File: src/rtl/execute_mem_issue_queue.sv
// execute_mem_issue_queue
//
// In-order issue queue that sits in front of the memory execute stage.
// Dispatched ops are held in a circular buffer. Each waiting source operand
// snoops the writeback bus by ROB tag. Only the oldest op (the head) may issue,
// and it issues once both of its operands are ready and the memory stage can
// take it. A younger ready op never passes a blocked head.
//
// Ports
//   clk, reset        clock; asynchronous active-high reset
//   bco_valid         branch-commit override: drops this cycle's dispatch and
//                     issue, and empties the queue at the next edge
//   s_*               dispatch request; s_ready = queue not full
//   wb_*              writeback broadcast (tag + value)
//   mem_ready         memory stage can accept an op this cycle
//   o_*               issue port; o_valid = fire, data comes straight from the head
//
// DEPTH must be a power of two in the range 2..16, so the pointers wrap on
// their own.

module execute_mem_issue_queue #(
   parameter int DEPTH = 4
) (
   input  logic        clk,
   input  logic        reset,
   input  logic        bco_valid,
   input  logic        s_valid,
   output logic        s_ready,
   input  logic        s_src0_ready,
   input  logic        s_src1_ready,
   input  logic [31:0] s_src0_value,
   input  logic [31:0] s_src1_value,
   input  logic [3:0]  s_src0_rob,
   input  logic [3:0]  s_src1_rob,
   input  logic [3:0]  s_dst_rob,
   input  logic [25:0] s_imm,
   input  logic [7:0]  s_fid,
   input  logic [4:0]  s_mem_cmd,
   input  logic        wb_valid,
   input  logic [3:0]  wb_rob,
   input  logic [31:0] wb_value,
   input  logic        mem_ready,
   output logic        o_valid,
   output logic [31:0] o_src0_value,
   output logic [31:0] o_src1_value,
   output logic [3:0]  o_dst_rob,
   output logic [25:0] o_imm,
   output logic [7:0]  o_fid,
   output logic [4:0]  o_mem_cmd
);

   localparam int PW = $clog2(DEPTH);
   localparam int CW = PW + 1;

   logic          valid_q [DEPTH];
   logic          rdy0_q  [DEPTH];
   logic          rdy1_q  [DEPTH];
   logic [31:0]   val0_q  [DEPTH];
   logic [31:0]   val1_q  [DEPTH];
   logic [3:0]    tag0_q  [DEPTH];
   logic [3:0]    tag1_q  [DEPTH];
   logic [3:0]    dst_q   [DEPTH];
   logic [25:0]   imm_q   [DEPTH];
   logic [7:0]    fid_q   [DEPTH];
   logic [4:0]    cmd_q   [DEPTH];

   logic          valid_d [DEPTH];
   logic          rdy0_d  [DEPTH];
   logic          rdy1_d  [DEPTH];
   logic [31:0]   val0_d  [DEPTH];
   logic [31:0]   val1_d  [DEPTH];
   logic [3:0]    tag0_d  [DEPTH];
   logic [3:0]    tag1_d  [DEPTH];
   logic [3:0]    dst_d   [DEPTH];
   logic [25:0]   imm_d   [DEPTH];
   logic [7:0]    fid_d   [DEPTH];
   logic [4:0]    cmd_d   [DEPTH];

   logic [PW-1:0] rd_ptr_q, rd_ptr_d;
   logic [PW-1:0] wr_ptr_q, wr_ptr_d;
   logic [CW-1:0] count_q,  count_d;

   logic          push;
   logic          fire;
   logic          in_wake0, in_wake1;

   assign s_ready = (count_q < CW'(DEPTH));

   // Full means refuse, even if the head leaves this same cycle.
   assign push = s_valid & s_ready & ~bco_valid;
   assign fire = valid_q[rd_ptr_q] & rdy0_q[rd_ptr_q] & rdy1_q[rd_ptr_q]
               & mem_ready & ~bco_valid;

   // The op arriving this cycle also sees the current writeback.
   assign in_wake0 = ~s_src0_ready & wb_valid & (s_src0_rob == wb_rob);
   assign in_wake1 = ~s_src1_ready & wb_valid & (s_src1_rob == wb_rob);

   always_comb begin
      valid_d  = valid_q;
      rdy0_d   = rdy0_q;
      rdy1_d   = rdy1_q;
      val0_d   = val0_q;
      val1_d   = val1_q;
      tag0_d   = tag0_q;
      tag1_d   = tag1_q;
      dst_d    = dst_q;
      imm_d    = imm_q;
      fid_d    = fid_q;
      cmd_d    = cmd_q;
      rd_ptr_d = rd_ptr_q;
      wr_ptr_d = wr_ptr_q;
      count_d  = count_q;

      if (bco_valid) begin
         for (int i = 0; i < DEPTH; i++) begin
            valid_d[i] = 1'b0;
         end
         rd_ptr_d = '0;
         wr_ptr_d = '0;
         count_d  = '0;
      end else begin
         if (wb_valid) begin
            for (int i = 0; i < DEPTH; i++) begin
               if (valid_q[i] && !rdy0_q[i] && (tag0_q[i] == wb_rob)) begin
                  rdy0_d[i] = 1'b1;
                  val0_d[i] = wb_value;
               end
               if (valid_q[i] && !rdy1_q[i] && (tag1_q[i] == wb_rob)) begin
                  rdy1_d[i] = 1'b1;
                  val1_d[i] = wb_value;
               end
            end
         end

         if (fire) begin
            valid_d[rd_ptr_q] = 1'b0;
            rd_ptr_d          = rd_ptr_q + PW'(1);
         end

         // The write slot is never the firing head: a non-full queue has an
         // empty slot at wr_ptr, and an empty queue cannot fire.
         if (push) begin
            valid_d[wr_ptr_q] = 1'b1;
            rdy0_d[wr_ptr_q]  = s_src0_ready | in_wake0;
            rdy1_d[wr_ptr_q]  = s_src1_ready | in_wake1;
            val0_d[wr_ptr_q]  = in_wake0 ? wb_value : s_src0_value;
            val1_d[wr_ptr_q]  = in_wake1 ? wb_value : s_src1_value;
            tag0_d[wr_ptr_q]  = s_src0_rob;
            tag1_d[wr_ptr_q]  = s_src1_rob;
            dst_d[wr_ptr_q]   = s_dst_rob;
            imm_d[wr_ptr_q]   = s_imm;
            fid_d[wr_ptr_q]   = s_fid;
            cmd_d[wr_ptr_q]   = s_mem_cmd;
            wr_ptr_d          = wr_ptr_q + PW'(1);
         end

         case ({push, fire})
            2'b10:   count_d = count_q + CW'(1);
            2'b01:   count_d = count_q - CW'(1);
            default: count_d = count_q;
         endcase
      end
   end

   always_ff @(posedge clk or posedge reset) begin
      if (reset) begin
         for (int i = 0; i < DEPTH; i++) begin
            valid_q[i] <= 1'b0;
            rdy0_q[i]  <= 1'b0;
            rdy1_q[i]  <= 1'b0;
            val0_q[i]  <= '0;
            val1_q[i]  <= '0;
            tag0_q[i]  <= '0;
            tag1_q[i]  <= '0;
            dst_q[i]   <= '0;
            imm_q[i]   <= '0;
            fid_q[i]   <= '0;
            cmd_q[i]   <= '0;
         end
         rd_ptr_q <= '0;
         wr_ptr_q <= '0;
         count_q  <= '0;
      end else begin
         valid_q  <= valid_d;
         rdy0_q   <= rdy0_d;
         rdy1_q   <= rdy1_d;
         val0_q   <= val0_d;
         val1_q   <= val1_d;
         tag0_q   <= tag0_d;
         tag1_q   <= tag1_d;
         dst_q    <= dst_d;
         imm_q    <= imm_d;
         fid_q    <= fid_d;
         cmd_q    <= cmd_d;
         rd_ptr_q <= rd_ptr_d;
         wr_ptr_q <= wr_ptr_d;
         count_q  <= count_d;
      end
   end

   // Head fields drive the issue port directly; only o_valid qualifies them.
   assign o_valid      = fire;
   assign o_src0_value = val0_q[rd_ptr_q];
   assign o_src1_value = val1_q[rd_ptr_q];
   assign o_dst_rob    = dst_q[rd_ptr_q];
   assign o_imm        = imm_q[rd_ptr_q];
   assign o_fid        = fid_q[rd_ptr_q];
   assign o_mem_cmd    = cmd_q[rd_ptr_q];

endmodule

File: config.mk
export PLATFORM = sky130hd
export DESIGN_NAME = execute_mem_issue_queue
export DESIGN_NICKNAME = d
export VERILOG_FILES = /design/src/rtl/execute_mem_issue_queue.sv
export SDC_FILE = /design/constraint.sdc
export NUM_CORES = 2
export LEC_CHECK = 0
export BUFFER_PORTS_ARGS = -buffer_cell sky130_fd_sc_hd__buf_2
export CAP_MARGIN = 40
export CORE_MARGIN = 2
export CORE_UTILIZATION = 50
export CTS_CLUSTER_DIAMETER = 100
export CTS_CLUSTER_SIZE = 30
export DETAILED_ROUTE_END_ITERATION = 8
export HOLD_SLACK_MARGIN = 0.06
export PLACE_DENSITY = 0.7
export SYNTH_ARGS = -nofsm -noshare
export SYNTH_HDL_FRONTEND = slang
export SYNTH_SLANG_ARGS = --single-unit
File: constraint.sdc
create_clock -name clk -period 22.3 [get_ports clk]
set_input_delay 0 -clock clk [delete_from_list [all_inputs] [get_ports clk]]
set_output_delay 0 -clock clk [all_outputs]
set_load 0.02 [all_outputs]
Word-level counts from Yosys, hierarchy flattened. Index checks and enable logic that the tools add are counted.

Register bits after elaboration: 479. Input bits: 159. Output and inout bits: 109. Logic and storage cells: 209.

Add/subtract/negate cells: 4. Order comparisons: 5. Equal/unequal tests: 12. Mux-type cells: 91. Bitwise gates (word level): 20. Reduce and logical (&&, ||, !) cells: 30.

Operators with widths (number): two-way mux 128 bit (6); two-way mux 32 bit (15); bitwise mux 128 bit (2); binary-select mux 32 bit (select 2 bit) (2); bitwise mux 104 bit (1); two-way mux 26 bit (3); demux 32 bit (select 2 bit) (1); binary-select mux 26 bit (select 2 bit) (1); demux 26 bit (select 2 bit) (1); two-way mux 4 bit (13); bitwise mux 16 bit (3); == test 4 bit (10); bitwise mux 32 bit (1); two-way mux 8 bit (3); bitwise mux 20 bit (1); logical AND 1 bit (18); binary-select mux 8 bit (select 2 bit) (1); demux 8 bit (select 2 bit) (1); two-way mux 1 bit (16); two-way mux 5 bit (3); bitwise AND 1 bit (10); binary-select mux 5 bit (select 2 bit) (1); demux 5 bit (select 2 bit) (1); binary-select mux 4 bit (select 2 bit) (1); other kinds (25) (47).

Depth between registers and ports, before layout.
Depth in word-level cells: 13. Depth in mapped cells: 9. Depth with buffers taken out: 9.

Least setup slack after synthesis. Ideal clock, no wire load.

Path kind: register to register. From: reg rd_ptr_q[0]. To: reg rd_ptr_q[1]. Setup time: 137 ps. Arrival time: 1636 ps. Required time: 22163 ps. Path slack: 20527 ps. Cell stages (with the launch flop): 8. Path buffers: 3. Period minus slack after synthesis: 1773 ps. Path through: dfrtp_1 buf_2 buf_2 buf_2 inv_1 ha_1 nand2_1 a21oi_1.

Word-level cells in the longest chain between the ends: 9. Elaborated cells between the ends (all ways): 18. Those cells by class: 1 x add/sub; 11 x mux; 5 x bitwise; 1 x reduce/logical.

Ends and longest elaborated chain: from (decl) (line 79) `logic [PW-1:0] rd_ptr_q, rd_ptr_d;`; from (signal assigned) (line 195) `rd_ptr_q <= rd_ptr_d;`; inverter 2 -> 3 bit (implied by the code) (line 91) `assign fire = valid_q[rd_ptr_q] & rdy0_q[rd_ptr_q] & rdy1_q[rd_ptr_q]`; binary-select mux 1 bit (select 2 bit) (line 91); two-way mux 1 bit (implied by the code) (2 in a row) (line 91); bitwise AND 1 bit (2 in a row) (line 91); bitwise AND 1 bit (2 in a row) (line 92) `& mem_ready & ~bco_valid;`; nonzero test 2 bit (no source line).

Several ways; a longest one is shown, not always the timed one. The select of a mux whose other input is x is not followed. A chain may end at the register's enable or synchronous reset.

Worst setup path in the final report.
From: in s_src1_rob[3]. To: reg val1_q[56] (netlist bit).

Word-level cells in the longest chain between the ends: 5.

Ends and longest elaborated chain: from (decl) (line 34) `input logic [3:0] s_src1_rob,`; == test 4 bit (line 96) `assign in_wake1 = ~s_src1_ready & wb_valid & (s_src1_rob == wb_rob);`; bitwise AND 1 bit (line 96); two-way mux 32 bit (line 147) `val1_d[wr_ptr_q] = in_wake1 ? wb_value : s_src1_value;`; bitwise mux 128 bit (line 147); two-way mux 128 bit (line 142) `if (push) begin`; to (signal assigned) (line 188) `val1_q <= val1_d;`; to (decl) (line 59) `logic [31:0] val1_q [DEPTH];`.

No other way between the ends.

==> impl_metrics.xml <==
<?xml version="1.0" encoding="UTF-8"?>
<metrics>
  <group name="final_layout">
    <metric name="final_cells" unit="">3302</metric>
    <metric name="layout.cell_area.non_filler" unit="mm2">0.02899</metric>
    <metric name="fill_cells" unit="">3903</metric>
    <metric name="post_route_cells_drive_above_1_share" unit="%">20.07</metric>
    <metric name="design.final.nets" unit="">2849</metric>
    <metric name="area_delta_synth_final" unit="%">19.42</metric>
  </group>
  <group name="worst_setup_path">
    <metric name="critical_path_startpoint_category" unit="">input pin</metric>
    <metric name="worstSetupPathType" unit="">in2reg</metric>
    <metric name="regToRegSetupSlack" unit="ns">18.54</metric>
    <metric name="reg2reg_depth" unit="">8</metric>
    <metric name="cp.arrival" unit="ns">4.35</metric>
    <metric name="endpoint_kind" unit="">flip-flop</metric>
    <metric name="crit_fanout" unit="">19</metric>
    <metric name="critical_path_required" unit="ns">22.82</metric>
  </group>
  <group name="timing">
    <metric name="tightestPinTransition" unit="ns">0.9575</metric>
    <metric name="setup_viol" unit="">0</metric>
    <metric name="finalSetupTns" unit="ns">0</metric>
    <metric name="worst_slew_margin_rel" unit="%">36.16</metric>
    <metric name="clock_skew" unit="ns">0.02502</metric>
    <metric name="layout_min_cycle_time" unit="ns">3.826</metric>
    <metric name="achievable-frequency" unit="GHz">0.2614</metric>
    <metric name="finalMaxSlewViolations" unit="">0</metric>
    <metric name="layout_worst_path_cycle_share" unit="%">17.16</metric>
    <metric name="final-hold-violation-count" unit="">0</metric>
    <metric name="hold_ws" unit="ns">0.1156</metric>
    <metric name="rsz_0062_raised_after_global_routing" unit="">false</metric>
  </group>
  <group name="grt">
    <metric name="wire_length_of_the_first_global_routing_pass" unit="mm">121.9</metric>
    <metric name="grt_antenna_before_repair" unit="">3</metric>
    <metric name="grt.total_usage" unit="%">31.13</metric>
    <metric name="globalRouteOverflowTotal" unit="">0</metric>
    <metric name="grt_pass1_vias" unit="">21480</metric>
    <metric name="largest_net_degree_at_the_start_of_global_routing" unit="">114</metric>
  </group>
  <group name="run">
    <metric name="drv_cap" unit="">0</metric>
  </group>
  <group name="routing">
    <metric name="iteration_0_drc_markers" unit="">3051</metric>
    <metric name="detail_route.wl_per_cell" unit="um">23.72</metric>
    <metric name="post-route-drc-count" unit="">13</metric>
    <metric name="finalWirelength" unit="mm">78.33</metric>
    <metric name="postRouteAntennaNets" unit="">0</metric>
    <metric name="via_count" unit="">20690</metric>
    <metric name="firstDrtPassIters" unit="">9</metric>
    <metric name="via_per_inst" unit="">6.265</metric>
  </group>
  <group name="synth">
    <metric name="post_synthesis_net_count" unit="">2475</metric>
    <metric name="postSynth.topFlopCell" unit="">sky130_fd_sc_hd__dfrtp_1</metric>
    <metric name="netlist_area_before_placement" unit="mm2">0.02428</metric>
    <metric name="syn-instance-count" unit="">2307</metric>
    <metric name="synth_area_per_cell" unit="um2">10.52</metric>
    <metric name="synth.ff_latch_count" unit="">479</metric>
    <metric name="synth_edf_count" unit="">0</metric>
    <metric name="synth-seq-area-share" unit="%">49.38</metric>
    <metric name="synth_warnings" unit="">0</metric>
    <metric name="synth.distinct_cells" unit="">49</metric>
    <metric name="asyncSetResetFlopFracSynth" unit="%">100.0</metric>
  </group>
  <group name="power_and_ir_drop">
    <metric name="vdd.ir_drop.worst" unit="V">0.00005852</metric>
    <metric name="total_power" unit="W">0.002764</metric>
    <metric name="power.density_cell_area" unit="mW/mm2">95.34</metric>
    <metric name="leakagePower" unit="nW">13.67</metric>
  </group>
  <group name="clock_network">
    <metric name="clkLatencyLatePin" unit="ns">0.58</metric>
    <metric name="tritoncts_clock_tree" unit="">done</metric>
    <metric name="root_buffer" unit="">sky130_fd_sc_hd__clkbuf_16</metric>
    <metric name="clkSinkCount" unit="">479</metric>
    <metric name="tritoncts.num_buffers" unit="">20</metric>
    <metric name="htreeDepth" unit="">1</metric>
    <metric name="cts_setup_buffers" unit="">0</metric>
    <metric name="clk_transition_reported_paths" unit="ns">0.12</metric>
    <metric name="post_cts_resized" unit="">0</metric>
    <metric name="holdBufCountCts" unit="">220</metric>
    <metric name="max-clock-path-buffers" unit="">3</metric>
  </group>
  <group name="place">
    <metric name="number_of_buffer_cells_added_on_primary_ports" unit="">267</metric>
    <metric name="dp_hpwl" unit="mm">46.31</metric>
    <metric name="dpl_cell_area" unit="mm2">0.02618</metric>
    <metric name="placedCellCount" unit="">3054</metric>
    <metric name="gp_congestion" unit="">0.8405</metric>
  </group>
  <group name="die">
    <metric name="dieArea" unit="mm2">0.05033</metric>
    <metric name="floorplan.initialDensity" unit="%">50.74</metric>
    <metric name="core_area" unit="mm2">0.04785</metric>
    <metric name="die_width" unit="um">224.3</metric>
    <metric name="placement_rows" unit="">80</metric>
    <metric name="floorplan.io_pins" unit="">268</metric>
    <metric name="floorplan.die.height" unit="um">224.3</metric>
  </group>
  <group name="outcome">
    <metric name="run_status" unit="">finished with violations</metric>
    <metric name="failed_checks" unit="">design-rule violations</metric>
  </group>
  <group name="hold_path">
    <metric name="timing.hold.worst.class" unit="">in2async</metric>
  </group>
</metrics>
critical path, cell delays in order:
cell	delay, ns
sky130_fd_sc_hd__dlygate4sd3_1	0.55
sky130_fd_sc_hd__buf_2	0.16
sky130_fd_sc_hd__xor2_1	0.16
sky130_fd_sc_hd__nor3_2	0.30
sky130_fd_sc_hd__nand4b_4	0.69
sky130_fd_sc_hd__buf_4	0.64
sky130_fd_sc_hd__mux2i_4	0.29
sky130_fd_sc_hd__dlygate4sd3_1	0.65
sky130_fd_sc_hd__a211oi_1	0.27
sky130_fd_sc_hd__dlygate4sd3_1	0.60
cells by family (layout without fill, tap and decap cells):
kind of cell	Yosys count	count (layout)	synth area share, %
other	0	1	0
DFF	479	479	49.38
xor gates and xnor gates	40	40	1.443
and+or+nand+nor	856	856	14.43
AOI/OAI and AO/OA	360	360	11.95
adders and majority gates	9	9	0.4948
muxes	176	176	15.46
buffers and inverters	387	766	6.850
metal layers:
layer | global-route usage [%] | vias to the layer above | routed length (um) | part of all wire, %
met2 | 51.29 | 1205 | 37690 | 48
met4 | 12.28 | 4 | 3123 | 4.0
met5 | 0 | - | 23 | 0.029
met1 | 40.37 | 10430 | 29750 | 38
li1 | - | 8827 | - | -
met3 | 6.806 | 219 | 7743 | 9.9
cells in the final DEF (no fill, tap or decap), drive strengths merged, types with 2 or more instances in the layout:
master | netlist | routed
nand4 | 5 | 5
dlygate4sd3 | 0 | 220
and2 | 5 | 5
mux2i | 68 | 68
a31o | 4 | 4
clkbuf | 99 | 24
nand4b | 4 | 4
nor2b | 4 | 4
a21oi | 73 | 73
a31oi | 2 | 2
o211a | 3 | 3
inv | 205 | 207
a21o | 5 | 5
or2 | 11 | 11
buf | 83 | 314
nand3b | 2 | 2
a221oi | 138 | 138
mux4 | 107 | 107
xor2 | 21 | 21
dfrtp | 479 | 479
a211oi | 32 | 32
o21ai | 10 | 10
xnor2 | 19 | 19
a222oi | 87 | 87
nor2 | 101 | 101
a311oi | 2 | 2
ha | 8 | 8
nand3 | 8 | 8
nor3 | 96 | 96
nand2 | 618 | 618
cell usage after synthesis (8+ instances only):
master	n	share of area (%)
sky130_fd_sc_hd__a222oi_1	87	3.6
sky130_fd_sc_hd__mux2i_2	10	0.57
sky130_fd_sc_hd__dfrtp_1	479	49
sky130_fd_sc_hd__nor3_1	91	1.9
sky130_fd_sc_hd__clkbuf_1	99	1.5
sky130_fd_sc_hd__a221oi_1	138	5.0
sky130_fd_sc_hd__a21oi_1	73	1.5
sky130_fd_sc_hd__a211oi_1	32	0.99
sky130_fd_sc_hd__mux2i_4	49	4.5
sky130_fd_sc_hd__nor2_1	101	1.6
sky130_fd_sc_hd__or2_1	11	0.28
sky130_fd_sc_hd__inv_1	204	3.2
sky130_fd_sc_hd__mux4_2	107	9.9
sky130_fd_sc_hd__nand2_1	617	9.5
sky130_fd_sc_hd__mux2i_1	9	0.37
sky130_fd_sc_hd__buf_2	55	1.1
sky130_fd_sc_hd__buf_1	12	0.19
sky130_fd_sc_hd__ha_1	8	0.41
sky130_fd_sc_hd__o21ai_0	8	0.16
sky130_fd_sc_hd__xor2_1	21	0.76
sky130_fd_sc_hd__xnor2_1	19	0.69
layout make-up:
type                    count  area, um2  share of cell area, %
clock inverters             3      55.05                 0.1899
flip-flops and latches    479      11990                  41.37
clock buffers              24      546.8                  1.886
repair buffers            534       4149                  14.31
diodes                      1      2.502               0.008632
multi-input cells        1441      10700                  36.90
well taps                 615      769.5                  2.654
inverters                 205      777.0                  2.680
sequential cells by signal, summed over array words and instances, names as in the netlist, 4 cells and up:
name / flops
imm_q: 104
cmd_q: 20
fid_q: 32
val1_q: 128
rdy1_q: 4
rdy0_q: 4
val0_q: 128
tag0_q: 16
tag1_q: 16
valid_q: 4
dst_q: 16
metrics by stage:
step                      utilization (%)  setup WS [ns]
after floorplan                         -          8.936
after global placement              53.94          18.84
after detailed placement            54.73          19.11
after CTS                           60.59          18.54
after global routing                60.59          18.34
final                               60.59          18.47
final timing paths:
path	endpoint	start
min in group clk	rdy1_q[1]	wb_valid
hold reg to reg	imm_q[37]	imm_q[37]
setup reg to reg	val1_q[17]	count_q[2]
hold / removal	val1_q[58]	reset
max in group asynchronous	rd_ptr_q[0]	reset
setup / recovery	val1_q[56]	s_src1_rob[3]
where the power goes:
group	internal, W	switching (W)	leakage (nW)
registers	0.00118	0.000182	5.81
clock network	0.000191	0.000283	0.294
logic	0.000440	0.000485	7.57
Power figures use the tool's default switching activity.
